[src/rtl/cluster_pkg.sv]
// Shared constants, types and helpers for the cluster pass sequencer.
package cluster_pkg;

    // Truncation passes per frame (160 MHz clocks per 40 MHz BX).
    localparam int MXPASSES    = 4;
    // Width of the pass index; 2**PASS_W must cover MXPASSES.
    localparam int PASS_W      = 3;
    // Priority-encoder pipeline depth; pass tags are delayed by this amount.
    localparam int ENC_LATENCY = 2;
    // Width of the saturating statistics counters.
    localparam int CNT_W       = 16;

    // Tag travelling alongside each pass through the encoder pipeline.
    typedef struct packed {
        logic              valid;
        logic              last;
        logic [PASS_W-1:0] idx;
    } pass_tag_t;

    typedef enum logic [0:0] {
        ST_IDLE = 1'b0,
        ST_RUN  = 1'b1
    } seq_state_t;

    // Increment that sticks at all-ones instead of wrapping.
    function automatic logic [CNT_W-1:0] sat_inc(input logic [CNT_W-1:0] value);
        logic [CNT_W-1:0] result;
        if (&value) begin
            result = value;
        end else begin
            result = value + {{(CNT_W-1){1'b0}}, 1'b1};
        end
        return result;
    endfunction

endpackage

[src/rtl/pass_tag_delay.sv]
// Fixed-depth shift register that aligns pass tags with the encoder output.
module pass_tag_delay
    import cluster_pkg::*;
#(
    parameter int DEPTH = ENC_LATENCY
) (
    input  logic      clock,
    input  logic      reset,
    input  pass_tag_t tag_in,
    output pass_tag_t tag_out
);

    pass_tag_t stage_r [DEPTH];

    // Shift one tag per clock; stage 0 takes the new tag.
    always_ff @(posedge clock or posedge reset) begin
        if (reset) begin
            for (int i = 0; i < DEPTH; i++) begin
                stage_r[i] <= '0;
            end
        end else begin
            stage_r[0] <= tag_in;
            for (int i = 1; i < DEPTH; i++) begin
                stage_r[i] <= stage_r[i-1];
            end
        end
    end

    assign tag_out = stage_r[DEPTH-1];

endmodule

[src/rtl/cluster_pass_sequencer.sv]
// Generates the truncator latch pulse from the BX strobe, steps the pass index,
// tags passes valid/empty for the priority encoder and flags overflow frames.
module cluster_pass_sequencer
    import cluster_pkg::*;
(
    input  logic              clock,
    input  logic              reset,
    input  logic              enable,
    input  logic              bx_strobe,
    input  logic              vpfs_any,
    input  logic              remain_any,
    input  logic              cnt_clear,
    output logic              latch_pulse,
    output logic [PASS_W-1:0] pass_o,
    output logic              pass_valid_dly,
    output logic [PASS_W-1:0] pass_idx_dly,
    output logic              frame_done_dly,
    output logic              overflow,
    output logic [CNT_W-1:0]  overflow_cnt,
    output logic [CNT_W-1:0]  collision_cnt
);

    localparam logic [PASS_W-1:0] LAST_PASS = PASS_W'(MXPASSES - 1);
    localparam logic [PASS_W-1:0] PRE_LAST  = PASS_W'(MXPASSES - 2);

    seq_state_t        state_r, state_s;
    logic              latch_r;
    logic [PASS_W-1:0] pass_r, pass_s;
    logic              active_r, active_s;   // current cycle is a real pass
    logic              empty_r, empty_s;     // sticky: frame already ran dry
    logic              overflow_r;
    logic [CNT_W-1:0]  ovf_cnt_r;
    logic [CNT_W-1:0]  col_cnt_r;

    logic              qual_strobe_s;
    logic              collision_s;
    logic              last_pass_s;
    logic              overflow_s;
    pass_tag_t         tag_s;
    pass_tag_t         tag_dly_s;

    // Decode strobe qualification, collisions and the pass tag for this cycle.
    always_comb begin
        qual_strobe_s = bx_strobe & enable;
        collision_s   = qual_strobe_s & (state_r == ST_RUN) & active_r & (pass_r < PRE_LAST);
        last_pass_s   = active_r & (pass_r == LAST_PASS);
        overflow_s    = last_pass_s & remain_any;
        tag_s         = '0;
        tag_s.valid   = active_r & vpfs_any & ~empty_r;
        tag_s.last    = last_pass_s;
        if (active_r) begin
            tag_s.idx = pass_r;
        end else begin
            tag_s.idx = '0;
        end
    end

    // Next pass index, pass-active flag and sticky-empty flag.
    always_comb begin
        pass_s   = pass_r;
        active_s = 1'b0;
        empty_s  = empty_r;
        if (latch_r) begin
            pass_s   = '0;
            active_s = 1'b1;
        end else if (collision_s) begin
            // Abandon the interrupted frame; the restart begins after the latch.
            pass_s   = pass_r;
            active_s = 1'b0;
        end else if (active_r && (pass_r != LAST_PASS)) begin
            pass_s   = pass_r + PASS_W'(1);
            active_s = 1'b1;
        end else begin
            pass_s   = pass_r;
            active_s = 1'b0;
        end

        if (latch_r) begin
            empty_s = 1'b0;
        end else if (active_r && !vpfs_any) begin
            empty_s = 1'b1;
        end else begin
            empty_s = empty_r;
        end
    end

    // Frame-level state: leave RUN once the last pass ends with no follow-on frame.
    always_comb begin
        state_s = state_r;
        case (state_r)
            ST_IDLE: begin
                if (qual_strobe_s) begin
                    state_s = ST_RUN;
                end else begin
                    state_s = ST_IDLE;
                end
            end
            ST_RUN: begin
                if (last_pass_s && !qual_strobe_s && !latch_r) begin
                    state_s = ST_IDLE;
                end else begin
                    state_s = ST_RUN;
                end
            end
            default: state_s = ST_IDLE;
        endcase
    end

    // Sequencer registers: state, latch strobe, pass counter, overflow pulse.
    always_ff @(posedge clock or posedge reset) begin
        if (reset) begin
            state_r    <= ST_IDLE;
            latch_r    <= 1'b0;
            pass_r     <= '0;
            active_r   <= 1'b0;
            empty_r    <= 1'b0;
            overflow_r <= 1'b0;
        end else begin
            state_r    <= state_s;
            latch_r    <= qual_strobe_s;
            pass_r     <= pass_s;
            active_r   <= active_s;
            empty_r    <= empty_s;
            overflow_r <= overflow_s;
        end
    end

    // Saturating statistics counters; clear wins over a same-cycle increment.
    always_ff @(posedge clock or posedge reset) begin
        if (reset) begin
            ovf_cnt_r <= '0;
            col_cnt_r <= '0;
        end else if (cnt_clear) begin
            ovf_cnt_r <= '0;
            col_cnt_r <= '0;
        end else begin
            if (overflow_s) begin
                ovf_cnt_r <= sat_inc(ovf_cnt_r);
            end
            if (collision_s) begin
                col_cnt_r <= sat_inc(col_cnt_r);
            end
        end
    end

    pass_tag_delay #(
        .DEPTH (ENC_LATENCY)
    ) u_tag_delay (
        .clock   (clock),
        .reset   (reset),
        .tag_in  (tag_s),
        .tag_out (tag_dly_s)
    );

    assign latch_pulse    = latch_r;
    assign pass_o         = pass_r;
    assign pass_valid_dly = tag_dly_s.valid;
    assign pass_idx_dly   = tag_dly_s.idx;
    assign frame_done_dly = tag_dly_s.last;
    assign overflow       = overflow_r;
    assign overflow_cnt   = ovf_cnt_r;
    assign collision_cnt  = col_cnt_r;

endmodule
[config.mk]
export PLATFORM = sky130hd
export DESIGN_NAME = cluster_pass_sequencer
export DESIGN_NICKNAME = d
export VERILOG_FILES = /design/src/rtl/cluster_pkg.sv /design/src/rtl/pass_tag_delay.sv /design/src/rtl/cluster_pass_sequencer.sv
export SDC_FILE = /design/constraint.sdc
export NUM_CORES = 1
export LEC_CHECK = 0
export ABC_AREA = 1
export CAP_MARGIN = 10
export CORE_MARGIN = 2
export CORE_UTILIZATION = 48
export DETAILED_ROUTE_END_ITERATION = 12
export GPL_ROUTABILITY_DRIVEN = 0
export PLACE_DENSITY = 0.88
export SLEW_MARGIN = 20
export SYNTH_ARGS = -nofsm -noshare
export SYNTH_HDL_FRONTEND = slang
export SYNTH_HIERARCHICAL = 1
export SYNTH_SLANG_ARGS = --single-unit
export TNS_END_PERCENT = 5
[constraint.sdc]
create_clock -name clock -period 1.5 [get_ports clock]
set_input_delay 0.15 -clock clock [delete_from_list [all_inputs] [get_ports clock]]
set_output_delay 0.15 -clock clock [all_outputs]
set_load 0.05 [all_outputs]
==> results of run 1 <==
## worst max-delay path by stage
stage | startpoint | to
after floorplan | pass_o[1] | overflow_cnt[2]
after global placement | bx_strobe | collision_cnt[1]
after detailed placement | overflow_cnt[1] | overflow_cnt[10]
after CTS | pass_o[1] | overflow_cnt[12]
after global routing | pass_o[1] | overflow_cnt[13]
final | pass_o[1] | overflow_cnt[12]
## sequential cells by signal, summed over array words and instances, names as in the netlist
signal	cells
collision_cnt	16
overflow_cnt	16
u_tag_delay/stage_r	5
u_tag_delay/tag_out	5
pass_o	3
active_r	1
empty_r	1
latch_pulse	1
overflow	1
state_r	1
## final cells by class
class | count | area, um^2
fill | 447 | 1830
multi-input combinational | 263 | 1410
sequential | 50 | 1290
timing repair buffer | 68 | 617
inverter | 44 | 166
tap | 72 | 90.1
clock buffer | 5 | 68.8
clock inverter | 3 | 68.8
## repair_timing
| item | 4_1_cts | 5_1_grt |
|---|---|---|
| setup endpoints to repair | 8 | 34 |
| gates resized for setup | 2 | 22 |
| setup buffers | 0 | 0 |
| pin swaps | 0 | 5 |
| gates cloned | 0 | 1 |
| hold endpoints to repair | 0 | 0 |
## layer usage
layer,routed length [um],share of wire [%],vias up,GRT usage (%)
met4,82,1.3,0,6.44
li1,-,-,1274,-
met2,3210,50,78,35.5
met5,0,0,-,0
met3,423,6.5,12,4.52
met1,2750,42,1180,27.8
## metrics by stage
stage               hold slack, ps  instances  worst slack (ps)
global route                   166        505             -55.6
global placement               332        496              29.8
CTS                            137        504             -1.69
detailed placement             335        496             -57.5
floorplan                    -9.82        366             -62.6
finish                         131        505              27.8
## power groups by stage
| stage | sequential [W] | combinational (W) | clock [W] |
|---|---|---|---|
| finish | 0.00165 | 0.00109 | 0.00113 |
| global route | 0.00168 | 0.00118 | 0.00120 |
| CTS | 0.00166 | 0.00107 | 0.00115 |
| floorplan | 0.00183 | 0.000617 | 0 |
| global placement | 0.00167 | 0.00103 | 0 |
| detailed placement | 0.00168 | 0.00106 | 0 |
## cells in the final DEF, fill, tap and decap left out, drive strengths merged, types with 4 or more instances in the layout
cell type / count
nand2: 129
buf: 62
dfrtp: 50
nor2: 48
inv: 43
nand3: 33
xor2: 16
o21ai: 16
nand4: 9
clkdlybuf4s50: 6
clkbuf: 5
ha: 4
## cells by family (layout without fill, tap and decap cells)
family	count (synthesis)	count (layout)
compound gates	18	18
fa+ha+maj	4	4
buf+inv	54	120
flops	50	50
xor+xnor	17	17
simple gates	223	224
==> metrics.cfg, run 1 <==
[pwr]
combPwrFrac_pct=28.1
leakagePower_nw=1.84
power.density_nw_per_um2=1040
swShare_pct=33.9
p_switching_w=0.00131
peakVddDrop_v=0.000757
pwr-share-clk_pct=29.2
seqPwrFrac_pct=42.7
finalPower_w=0.00387
p_int_w=0.00256

[clock_tree]
cts_htree_levels=2
path_clk_slew_ps=90
clock_latency_ps=310
cts_sinks=50
clockBufferDepth=2
holdBufCountCts=0
root_buffer=clkbuf_8
cts_tree=done
numCtsBuffers=5

[yosys]
synth_common_cells=nand2_1, dfrtp_1, inv_1, nor2_1, nand3_1
synth_edf_count=0
synth.mux.area_fraction_pct=0
synth_fa_ha_area_share_pct=1.82
ys_warn_count=6
syn_avg_cell_area_um2=7.53
synth_ff_type=dfrtp_1
ys_ff_latch=50
yosysUniqueCellTypes=27
synthArstFlopShare_pct=100
synth.most_common_cell=nand2_1
synth_compound_area_share_pct=3.36
synthCells=366
yosys.area.top_type=dfrtp_1
synth_area_um2=2760
netlist.area_leader.share_pct=45.4
synth_xor_area_share_pct=5.40
seq_area_frac_synth_pct=45.4
post_synth_and_or_nand_nor_area_fraction_pct=35.1
syn_nets=377
ys_top_cells_by_area=dfrtp_1, nand2_1, nand3_1, inv_1, nor2_1
synth_top_family_by_area=simple AND/OR/NAND/NOR gates

[timing]
rsz0062_at_grt=true
drv_slew=0
fin_tns_setup_ps=0
max_freq_mhz=679
post-route-period-util_pct=98.1
worst_slew_pin_slew_ps=346
min_period_ps=1470
slew_headroom_pct=76.9
fin_skew_ps=8.28
setup_viol=0
finalHoldViolations=0

[worst_setup_path]
critPathBufInv=1
cpPeakStageDelay_ps=440
worstPathCellList=ha_4 > ha_4 > nand2_4 > nor2_4 > inv_2 > nand2_4 > nand2_8 > nand2_1 > o21ai_0
r2r-end=overflow_cnt[12]
cp.depth=9
reg2reg_depth=9
crit_type=flip-flop to flip-flop
worstPathRequired_ps=1690
end_kind=flip-flop
rrSetupSlack_ps=30
crit_slowest_cell=dfrtp_2
startpoint_type=flip-flop
worstReg2RegStart=pass_o[1]
cp_top_family=simple AND/OR/NAND/NOR gates
crit_fanout=9
cp.arrival_ps=1660

[die]
die_x_um=79.8
coreArea_um2=5540
initial_core_util_pct=49.7
die_area_um2=6360
pin_count=49
dieHeight_um=79.8
std_cell_rows=27

[grt]
first_global_vias=2400
globalRouteOverflowTotal=0
antenna_found_initial=0
grt_use_total_pct=21.3
grt_max_degree=41
grt_first_pass_wirelength_um=10700

[detailed_routing]
vias=2544
ant_nets=0
vias_per_cell=5.04
wl_per_cell_um=12.8
drc=0
routed_wl_um=6470
drtIter0Drc=156
drt_pre_antenna_iters=4

[place]
hpwl_um=4790
port_buffers=48
dpl_cell_area_um2=3490

[cells_and_area]
utilization_pct=66.9
design_area_um2=3710
nets=443
area_growth_pct=34.6
drive_gt1_share_pct=30.9
antennaDiodeCount=0

[run_status]
status=complete, no violations

[worst_hold_path]
hold_class=primary input to asynchronous set/reset pin

[job]
cap_violations=0

Power figures use the tool's default switching activity.
==> run 2: changes to the inputs <==
Settings changed: SKIP_LAST_GASP set to 1.
==> run 2 against run 1 <==
  * Worst hold slack about the same
  * Critical path depth unchanged
  * Maximum frequency about the same
==> metrics.cfg, run 2 (synthesized netlist as in run 1, its figures left out) <==
[run_status]
status=complete, no violations  ; unchanged

[detailed_routing]
vias=2548  ; was 2,544
wl_per_cell_um=12.8  ; about the same
drtIter0Drc=150  ; was 156
drc=0  ; unchanged
drt_pre_antenna_iters=5  ; was 4
ant_nets=0  ; unchanged
routed_wl_um=6480  ; was 6470 um
vias_per_cell=5.05  ; was 5.04

[worst_setup_path]
crit_fanout=9  ; unchanged
worstPathRequired_ps=1690  ; about the same
cp_top_family=simple AND/OR/NAND/NOR gates  ; unchanged
crit_type=flip-flop to flip-flop  ; unchanged
worstPathCellList=ha_4 > ha_4 > nand2_4 > nor2_4 > inv_2 > nand2_4 > nand2_8 > nand2_1 > o21ai_0  ; unchanged
rrSetupSlack_ps=30  ; about the same
crit_slowest_cell=dfrtp_2  ; unchanged
end_kind=flip-flop  ; unchanged
cpPeakStageDelay_ps=440  ; about the same
critPathBufInv=1  ; unchanged
cp.arrival_ps=1660  ; about the same
startpoint_type=flip-flop  ; unchanged

[place]
port_buffers=48  ; unchanged
dp.cells=496  ; unchanged
hpwl_um=4790  ; unchanged
dpl_cell_area_um2=3490  ; unchanged

[cells_and_area]
antennaDiodeCount=0  ; unchanged
design_area_um2=3690  ; was 3710 um^2
layout_commonest_cell=nand2_1  ; unchanged
nFillCells=448  ; was 447
nets=443  ; unchanged
area_growth_pct=34.0  ; was 34.6%
multi_input_area_um2=1400  ; was 1410 um^2
final_cell_mix=nand2_1, buf_4, inv_1  ; unchanged
final-instance-count-excl-fill=505  ; unchanged
drive_gt1_share_pct=30.0  ; was 30.9%
seqCellArea_um2=1290  ; unchanged

[die]
die_area_um2=6360  ; unchanged
die_x_um=79.8  ; unchanged
dieHeight_um=79.8  ; unchanged
initial_core_util_pct=49.7  ; unchanged
pin_count=49  ; unchanged
coreArea_um2=5540  ; unchanged
std_cell_rows=27  ; unchanged

[pwr]
pwr-share-clk_pct=29.2  ; about the same
leakagePower_nw=1.82  ; was 1.84 nW
p_int_w=0.00255  ; was 0.00256 W
swShare_pct=33.8  ; was 33.9%
peakVddDrop_v=0.000757  ; about the same
power.density_nw_per_um2=1040  ; about the same
p_switching_w=0.00130  ; was 0.00131 W
seqPwrFrac_pct=42.8  ; was 42.7%
combPwrFrac_pct=28.0  ; was 28.1%

[grt]
grt_busiest_layer=met2  ; unchanged
grt_first_pass_wirelength_um=10700  ; unchanged
antenna_found_initial=0  ; unchanged
grt_use_total_pct=21.3  ; unchanged
globalRouteOverflowTotal=0  ; unchanged
first_global_vias=2400  ; unchanged
grt_use_met3_pct=4.52  ; unchanged
grt_max_degree=41  ; unchanged
met1_usage_pct=27.8  ; unchanged
met2_usage_pct=35.5  ; unchanged

[timing]
worst_slew_pin_slew_ps=346  ; about the same
post-route-period-util_pct=98.1  ; about the same
min_period_ps=1470  ; about the same
fin_skew_ps=9.02  ; was 8.28 ps
finalHoldViolations=0  ; unchanged
rsz0062_at_grt=true  ; unchanged
slew_headroom_pct=76.9  ; about the same
setup_viol=0  ; unchanged
max_freq_mhz=680  ; was 679 MHz
drv_slew=0  ; unchanged

[clock_tree]
clock_latency_ps=300  ; was 310 ps
path_clk_slew_ps=90  ; about the same
holdBufCountCts=0  ; unchanged
cts_tree=done  ; unchanged
clockBufferDepth=2  ; unchanged
numCtsBuffers=5  ; unchanged
post_cts_buffers=0  ; unchanged
cts_htree_levels=2  ; unchanged
root_buffer=clkbuf_8  ; unchanged
cts_sinks=50  ; unchanged

[worst_hold_path]
hold_class=primary input to asynchronous set/reset pin  ; unchanged

[job]
cap_violations=0  ; unchanged

run 2: cell counts in the layout (fill, tap and decap cells not counted):
No cell type changed its count.
run 2: routing by layer:
layer  vias up  part of all wire, %  wire, um
li1       1269                    -         -
met1      1182                   43      2770
met2        83                   50      3240
met3        14                  5.6       363
met4         0                  1.5        98
met5         -                    0         0
run 2: final timing paths:
kind	cells past startpoint	startpoint	to
max	9	pass_o[1]	overflow_cnt[13]
min	2	reset	u_tag_delay/tag_out[3]
max reg2reg	9	pass_o[1]	overflow_cnt[13]
min reg2reg	0	u_tag_delay/stage_r[5]	u_tag_delay/tag_out[0]
max in group asynchronous	3	reset	collision_cnt[0]
min in group clock	0	u_tag_delay/stage_r[5]	u_tag_delay/tag_out[0]
run 2: power by group through the flow:
stage	Sequential [W]	Combinational, W	Clock (W)
3_3_place_gp	0.00167	0.00103	0
6_report	0.00165	0.00108	0.00112
5_1_grt	0.00168	0.00118	0.00120
3_5_place_dp	0.00168	0.00106	0
4_1_cts	0.00166	0.00107	0.00115
2_1_floorplan	0.00183	0.000617	0
run 2: what timing repair did:
action,in CTS,in global routing
pin swaps,0,3
endpoints found under the hold margin,0,0
setup endpoints to repair,8,34
cloned,0,1
resized for setup,1,15
run 2: cell type report:
type                    count  area share [%]
clock buffers               5            1.86
clock inverters             3            1.86
inverters                  44            4.51
multi-input cells         263            37.9
flip-flops and latches     50            34.8
well taps                  72            2.44
repair buffers             68            16.6
run 2: per-stage QoR:
step | util (%) | power [W] | hold slack (ps) | worst slack, ps | setup TNS (ps)
6_report | 66.6 | 0.00386 | 131 | 29.2 | 0
5_1_grt | 66.6 | 0.00406 | 166 | -66.9 | -818
4_1_cts | 65.5 | 0.00388 | 137 | -35.5 | -104
3_5_place_dp | 63.0 | 0.00275 | 335 | -57.5 | -230
3_3_place_gp | 63.0 | 0.00270 | 332 | 29.8 | 0
2_1_floorplan | - | 0.00245 | -9.82 | -62.6 | -1130
